**config.mk**
```make
export PLATFORM = sky130hd
export DESIGN_NAME = pwm_multi
export DESIGN_NICKNAME = d
export VERILOG_FILES = /design/src/rtl/pwm_multi.sv
export SDC_FILE = /design/constraint.sdc
export NUM_CORES = 1
export LEC_CHECK = 0
export CAP_MARGIN = 20
export CELL_PAD_IN_SITES_DETAIL_PLACEMENT = 1
export CELL_PAD_IN_SITES_GLOBAL_PLACEMENT = 1
export CORE_UTILIZATION = 51
export DETAILED_ROUTE_END_ITERATION = 16
export MAX_ROUTING_LAYER = met4
export PLACE_DENSITY = 0.94
export SLEW_MARGIN = 15
export SYNTH_ARGS = -nofsm -noshare
export SYNTH_HDL_FRONTEND = slang
export SYNTH_SLANG_ARGS = --single-unit
export TNS_END_PERCENT = 50
```
**constraint.sdc**
```tcl
create_clock -name CLK -period 3.6 [get_ports CLK]
set_clock_uncertainty 0.1 [all_clocks]
set_input_delay 0.72 -clock CLK [delete_from_list [all_inputs] [get_ports CLK]]
set_output_delay 0.72 -clock CLK [all_outputs]
set_load 0.05 [all_outputs]
```
**src/rtl/pwm_multi.sv**
```systemverilog
// Multi-channel PWM with one shared period counter and per-channel double-buffered
// thresholds, programmed through the extended ctrl-code path (device in RAL[7:4], data on GAH).
module pwm_multi #(
  parameter int unsigned PWMBITS  = 8,
  parameter int unsigned NCHAN    = 4,
  parameter int unsigned PRESCALE = 1,
  parameter logic [3:0]  DDEV     = 4'hd,
  parameter logic [3:0]  CDEV     = 4'hc
) (
  input  logic             CLK,
  input  logic             nRESET,
  input  logic             nCTRL,
  input  logic [7:0]       RAL,
  input  logic [7:0]       GAH,
  output logic [NCHAN-1:0] PWM,
  output logic             SYNC,
  output logic [5:0]       CSEL
);

  localparam logic [7:0] PRE_LAST  = 8'(PRESCALE - 1);
  localparam logic [6:0] NCHAN_W   = 7'(NCHAN);
  localparam logic [5:0] CSEL_LAST = 6'(NCHAN - 1);

  logic [PWMBITS-1:0] cnt;
  logic [7:0]         pre;
  logic               cfg_mode;
  logic               cfg_autoinc;
  logic [PWMBITS-1:0] staged [NCHAN];
  logic [PWMBITS-1:0] active [NCHAN];

  logic               tick;
  logic               wrap;
  logic               is_cfg;
  logic               is_dat;
  logic               is_srst;
  logic               csel_ok;
  logic [5:0]         csel_next;
  logic [PWMBITS-1:0] cnt_rev;
  logic [PWMBITS-1:0] cmp;

  // NOTE: every always_comb output gets a value on every path, so no latch is inferred.
  always_comb begin
    tick      = (pre == PRE_LAST);
    wrap      = tick && (cnt == '1);
    is_cfg    = !nCTRL && (RAL[3:0] == 4'h0) && (RAL[7:4] == CDEV);
    is_dat    = !nCTRL && (RAL[3:0] == 4'h0) && (RAL[7:4] == DDEV);
    is_srst   = !nCTRL && (RAL[3:0] >= 4'h4) && (RAL[1:0] == 2'b11);
    csel_ok   = ({1'b0, CSEL} < NCHAN_W);
    csel_next = (!csel_ok || CSEL == CSEL_LAST) ? 6'd0 : CSEL + 6'd1;
  end

  // Bit-reversed compare spreads the high time across the period, which filters easier for audio.
  always_comb begin
    cnt_rev = '0;
    for (int i = 0; i < int'(PWMBITS); i++) cnt_rev[i] = cnt[PWMBITS-1-i];
    cmp = cfg_mode ? cnt_rev : cnt;
  end

  always_ff @(posedge CLK) begin
    if (!nRESET) begin
      cnt         <= '0;
      pre         <= '0;
      cfg_mode    <= 1'b0;
      cfg_autoinc <= 1'b0;
      CSEL        <= '0;
      PWM         <= '0;
      SYNC        <= 1'b0;
      // NOTE: staged/active are per-channel flops rather than a RAM, so they can be cleared here.
      for (int k = 0; k < int'(NCHAN); k++) begin
        staged[k] <= '0;
        active[k] <= '0;
      end
    end else begin
      SYNC <= wrap;
      if (tick) begin
        pre <= '0;
        cnt <= cnt + PWMBITS'(1);
      end else begin
        pre <= pre + 8'd1;
      end

      for (int k = 0; k < int'(NCHAN); k++) PWM[k] <= (cmp < active[k]);

      if (is_srst) begin
        cfg_mode    <= 1'b0;
        cfg_autoinc <= 1'b0;
        CSEL        <= '0;
        for (int k = 0; k < int'(NCHAN); k++) begin
          staged[k] <= '0;
          active[k] <= '0;
        end
      end else begin
        // NOTE: non-blocking assignment makes active[k] take staged[k] from before a same-edge write.
        if (wrap) begin
          for (int k = 0; k < int'(NCHAN); k++) active[k] <= staged[k];
        end
        if (is_cfg) begin
          cfg_mode    <= GAH[7];
          cfg_autoinc <= GAH[6];
          CSEL        <= GAH[5:0];
        end
        if (is_dat) begin
          // An out-of-range CSEL matches no channel, so the data is dropped but autoinc still runs.
          for (int k = 0; k < int'(NCHAN); k++) begin
            if (CSEL == 6'(k)) staged[k] <= GAH[7 -: PWMBITS];
          end
          if (cfg_autoinc) CSEL <= csel_next;
        end
      end
    end
  end

endmodule

```
; ---- Word level (Yosys, flattened, before mapping)
; Memories as Yosys holds them, arrays and structs flattened.
; Cells that the tools add are included.
[totals]
regBits = 29
ramBits = 64
in_bits = 19
n_memories = 2
[op_classes]
add_sub_neg = 3
n_lt_le_gt_ge = 6
eq_ne = 7
n_mux = 49
bitwise_logic = 17
n_reduce_logical = 14
[memory_table]
columns = memory, depth, width, rd, rd_clocked_by_memory_dff, wr, line_no
row1 = active, 4, 8, 4, 0, 4, 29  ; logic [PWMBITS-1:0] active [NCHAN];
row2 = staged, 4, 8, 4, 0, 4, 28  ; logic [PWMBITS-1:0] staged [NCHAN];
[op_table]
columns = cell, n
row1 = $mux 8, 17
row2 = $lt 8x8->1, 4
row3 = $mux 1, 28
row4 = $mux 6, 4
row5 = $add 8x1->8 const B, 2
row6 = $or 1x1->1, 16
row7 = $eq 6x2->1 const B, 2
row8 = $eq 4x4->1 const B, 2
row9 = $eq 8x8->1 const B, 1
row10 = $logic_not 8->1, 1
row11 = $add 6x1->6 const B, 1
row12 = $eq 6x1->1 const B, 1
row13 = $logic_and 1x1->1, 6
row14 = $logic_not 6->1, 1
row15 = $lt 6x3->1 const B, 1
row16 = $ge 4x3->1 const B, 1
row17 = $logic_not 4->1, 1
row18 = $reduce_or 2->1, 2
row19 = $eq 2x2->1 const B, 1
row20 = $logic_not 1->1, 2
row21 = $logic_or 1x1->1, 1
row22 = $not 1->1, 1

; ---- Longest topological paths before layout
; Gate-level depths: netlist of run 1.
[depth]
depth_word = 8
mapped_depth = 8
ltp_nobuf = 6

; ---- Worst setup path after synthesis of run 1
; No wires, ideal clock.
[synth_path]
path_type = input to register
start = in RAL[3]
end = mem active[0][0], enable pin
setup_ps = 392
arrival_ps = 2123
slack_ps = 985
stages = 5
path_cell_list = o211a_1 -> a21o_1 -> buf_2 -> buf_1 -> o21bai_1
[synth_rtl]
columns = element, line_no
row1 = "start, declared", 13  ; input logic [7:0] RAL,
row2 = "end, declared", 29

==> impl_metrics.toml, run 1 <==
[outcome]
outcome = "finished, violations left"
violations = "design-rule violations"

[detailed_routing]
drt_pass1_iterations = 12
drt_iter0_markers = 140
vias = 3345
ant_nets = 0
drcViolationCount = 2
wl_per_cell_um = 20.43
vias_per_cell = 5.889
wl_um = 11600

[hold_path]
min_delay_path_depth = 2
min_path_type = "reg2reg"
min_from = "staged[2][7]"

[synthesis]
ys_warn_count = 0
synthTopCellsByArea = "edfxtp_1 (31%), dfxtp_1 (19%), ha_1 (9.4%)"
yosysSeqAreaShare_pct = 50.21
yosys.area_share.simple_pct = 19.39
syn_nets = 477
yosys.area.top_type = "edfxtp_1"
synth_compound_gate_area_share_pct = 8.664
synth_top_cell_area_share_pct = 30.90
synth_fa_ha_area_share_pct = 9.388
syn_area_mm2 = 0.004664
async_flop_share_pct = 0
synth_cell_type_count = 44
syn_inst = 423
synth_top_family_by_area = "simple AND/OR/NAND/NOR gates"
synth-edff-count = 48
avgSynthCellArea_um2 = 11.03
ys_ff_latch = 93
synth_flop_cell = "edfxtp_1"
synth-xor-area-share_pct = 2.065
synthMuxAreaShare_pct = 5.338

[cts]
clock_latency_ps = 360
postCtsSetupBuffers = 0
h-tree-depth = 3
cts_buffers = 9
ctsRootBufferMaster = "clkbuf_8"
cts_sinks = 93
cts_resized = 0
cts_tree = "done"
hold_buffers = 0
cts_buffer_depth = 2
cts.clk_slew.worst_paths_ps = 90

[timing]
max_freq_ghz = 0.3611
finalSetupViolCount = 0
rsz0062_at_grt = "no"
tns_ps = 0
hold_viol_final = 0
worst_pin_slew_ps = 728.1
period_needed_ps = 2769
relSlewSlack_pct = 51.36
fin_crit_sh_pct = 76.92
drv_slew = 0

[setup_path]
critPathLaunch = "RAL[1]"
ff2ff_setup_slack_ps = 940
setup.worst_path.start_class = "primary input"
reg2reg_depth = 5
required_ps = 3550
r2r-start = "pre[0]"
crit_arrival_ps = 2720
critPathCaptureType = "flop"
cp_max_fo = 9
criticalPathCategory = "in2reg"

[pwr]
leakagePower_nw = 2.084
vdd_drop_max_mv = 0.1724
cellPowerDensity_mw_per_mm2 = 386.8

[finish]
n_antenna_cell = 0
stdcell_area_mm2 = 0.005265
nNetsFinal = 509
drive_above_1_share_pct = 10.87
syn_to_final_growth_pct = 12.88

[grt]
grt_max_degree = 25
antenna_found_initial = 0
globalRouteOverflowTotal = 0
first_global_vias = 3636
grt_use_total_pct = 26.47
grt_pass1_wl_um = 18650

[placement]
placed_cell_area_mm2 = 0.005066
gp_congestion = 0.8186
portBuffers = 29
place_hpwl_um = 8509

[floorplan]
die-height_um = 97.64
initial_core_util_pct = 52.97
fp.dieW_um = 97.64
ios = 30
rows = 34
fp.dieArea_mm2 = 0.009533
core_area_mm2 = 0.008806

[run]
maxCapViolations = 0
[sequential cells by signal (all words and copies together), names as in the netlist]
name,count
PWM,4
staged,32
cfg_autoinc,1
SYNC,1
CSEL,6
cfg_mode,1
cnt,8
pre,8
active,32
[per-layer routing]
metal / up-vias / wire (um) / GRT usage, %
met4: 0 / 391 / 11.42
li1: 1569 / - / -
met3: 39 / 521 / 4.892
met2: 119 / 6223 / 47.95
met5: - / 0 / -
met1: 1618 / 4465 / 28.13
[layout make-up]
cell class,count,area (um2)
Clock inverter,7,75.07
Tap cell,108,135.1
Timing Repair Buffer,36,342.8
Multi-Input combinational cell,274,2092
Sequential cell,93,2342
Fill cell,923,3541
Clock buffer,9,123.9
Inverter,41,153.9
[kinds of logic after synthesis]
logic type	count (synthesis)
AO/OA/AOI/OAI	54
AND/OR/NAND/NOR	150
buffers and inverters	56
XOR/XNOR	11
adder cells (fa/ha/maj)	35
multiplexers	24
flip-flops	93
[synthesized netlist by cell type (all sizes together) (3+ instances only)]
master / count
a21o: 3
ha: 35
a211o: 4
nand4: 15
a2111o: 3
and3: 6
dfxtp: 45
inv: 41
o21ai: 6
xor2: 10
and2: 49
mux2: 7
buf: 6
nand2: 19
a21oi: 19
clkbuf: 9
nor4: 5
nor2: 18
nor3: 3
a31oi: 4
edfxtp: 48
o211ai: 8
and4: 5
mux2i: 17
or2: 3
nand3: 18
[stage by stage]
step	hold slack (ps)	setup slack, ps	utilization, %	power [W]	cells
after global routing	421.6	608.7	59.79	0.002098	568
after CTS	403.5	823.1	59.79	0.002042	568
after global placement	357.9	703.3	57.53	0.001328	552
after detailed placement	376.7	543.1	57.53	0.001348	552
after floorplan	346.6	984.7	-	0.001270	423
final	404.1	831.0	59.79	0.002037	568
[placed cells by master, fill, tap and decap left out, types with 18 or more instances in the layout]
cell type and instances:
a21oi_1 19, nand3_1 18, and2_1 49, nor2_1 18, nand2_1 19, ha_1 35, clkdlybuf4s50_1 29, inv_1 41
edfxtp_1 48, dfxtp_1 45
[worst paths after layout]
| check | to |
|---|---|
| max | staged[0][4] |
| min | staged[2][7] |
| max reg2reg | active[1][5] |
| min reg2reg | staged[2][7] |
[report_power, final]
part / internal, W / total, W / leakage, nW / switching (W)
combinational: 0.0000638 / 0.000168 / 1.12 / 0.000104
sequential: 0.00114 / 0.00116 / 0.860 / 0.0000136
clock: 0.000325 / 0.000711 / 0.104 / 0.000386
[critical path, stage by stage]
cell	delay, ps
clkdlybuf4s50_1	440
nor4b_1	410
nand3_1	260
nor4_2	530
or2_2	350
Power figures use the tool's default switching activity.
==> run 2: changes to the inputs <==
Settings changed: CORE_UTILIZATION 51 to 47, PLACE_DENSITY 0.94 to 0.88.
Clock period 3.6 ns to 2.6 ns, I/O delays scaled along.
==> impl_metrics.toml, run 2 (synthesized netlist as in run 1, its figures left out) <==
[outcome]
outcome = "complete, no violations"

[cts]
postCtsSetupBuffers = 0
cts_buffers = 9
cts_resized = 0
clock_latency_ps = 370
ctsRootBufferMaster = "clkbuf_8"
cts_sinks = 93
cts_tree = "done"
h-tree-depth = 3
cts.clk_slew.worst_paths_ps = 100
hold_buffers = 0
cts_buffer_depth = 2

[timing]
finalSetupViolCount = 0
holdWs_ps = 386.8
max_freq_ghz = 0.4085
period_needed_ps = 2448
worst_pin_slew_ps = 938.0
hold_viol_final = 0
fin_crit_sh_pct = 94.16
relSlewSlack_pct = 37.34
drv_slew = 0
rsz0062_at_grt = "no"

[placement]
portBuffers = 29
place_hpwl_um = 8632
gp_congestion = 0.7782
dp_cells = 584

[finish]
reg_top3 = "active (32), staged (32)"
final_common_cell = "and2_1"
syn_to_final_growth_pct = 16.12
n_antenna_cell = 0
drive_above_1_share_pct = 12.95
nNetsFinal = 520
fillers = 1007
layout_common_cells = "and2_1 (49), edfxtp_1 (48), dfxtp_1 (45)"
final_util_pct = 57.53
final_cells = 600

[setup_path]
cp_max_fo = 9
setup.worst_path.start_class = "flop"
crit_arrival_ps = 2630
critPathCaptureType = "flop"
required_ps = 2780
criticalPathCategory = "reg2reg"

[floorplan]
fp.dieArea_mm2 = 0.01033
core_area_mm2 = 0.009415
die-height_um = 101.6
ios = 30
fp.dieW_um = 101.6
rows = 35
initial_core_util_pct = 49.54

[run]
maxCapViolations = 0

[grt]
grt_max_degree = 25
first_global_vias = 3561
grt_use_total_pct = 24.90
globalRouteOverflowTotal = 0
grt_pass1_wl_um = 18350
antenna_found_initial = 0

[detailed_routing]
vias_per_cell = 5.468
drcViolationCount = 0
wl_um = 11510
ant_nets = 0
vias = 3281
drt_pass1_iterations = 4
wl_per_cell_um = 19.19
drt_iter0_markers = 62

[pwr]
finalPower_w = 0.002986
cellPowerDensity_mw_per_mm2 = 551.3
leakagePower_nw = 2.153
vdd_drop_max_mv = 0.2782

[hold_path]
min_path_type = "reg2reg"
==> run 2: changes by cell type in the layout (fill, tap and decap cells not counted) <==
| cell | before | now |
|---|---|---|
| clkbuf_8 | 9 | 10 |
| bufinv_16 | 1 | 2 |
| inv_6 | 1 | 3 |
| buf_4 | 7 | 17 |
| clkinv_4 | 3 | 0 |
| buf_12 | 0 | 1 |
| clkinv_2 | 2 | 1 |
==> run 2: worst max-delay path, cell delays in order, from the launching register on <==
cell	delay, ps
dfxtp_1	610
mux2_2	470
ha_1	340
and4_1	240
a2111o_1	420
a31oi_1	180
==> run 2: area by class of cell <==
class / instances / area [um2] / share of cell area [%]
inverters: 41 / 153.9 / 2.841
repair buffers: 47 / 437.9 / 8.085
clock buffers: 10 / 137.6 / 2.541
clock inverters: 6 / 91.34 / 1.686
multi-input cells: 274 / 2092 / 38.62
flip-flops and latches: 93 / 2342 / 43.24
well taps: 129 / 161.4 / 2.980
==> run 2: through the flow <==
step	setup TNS (ps)	cell area (um2)	worst slack, ps
floorplan	0	4664	163.4
global placement	-351.6	5187	-51.01
detailed placement	-957.8	5187	-111.0
CTS	0	5416	176.5
global route	0	5416	71.63
finish	0	5416	151.9
==> run 2: final timing paths <==
kind	startpoint	end	slack (ps)	depth (start not counted)
worst max-delay path	cfg_mode	PWM[2]	150	5
worst min-delay path	staged[2][0]	staged[2][0]	390	2
worst max register to register	cfg_mode	PWM[2]	150	5
worst min register to register	staged[2][0]	staged[2][0]	390	2
==> run 2: report_power, final <==
group	total (W)	leakage [nW]	internal, W	switching, W
combinational	0.000234	1.17	0.0000921	0.000142
clock	0.00115	0.118	0.000578	0.000573
sequential	0.00160	0.860	0.00158	0.0000180
total	0.00299	2.15	0.00225	0.000732
==> run 2: per-layer routing <==
layer	part of all wire, %	GRT usage [%]	up-vias
met4	3.0	11.93	0
met3	3.0	3.451	27
li1	-	-	1592
met2	52	44.13	78
met5	0	-	-
met1	42	27.42	1584
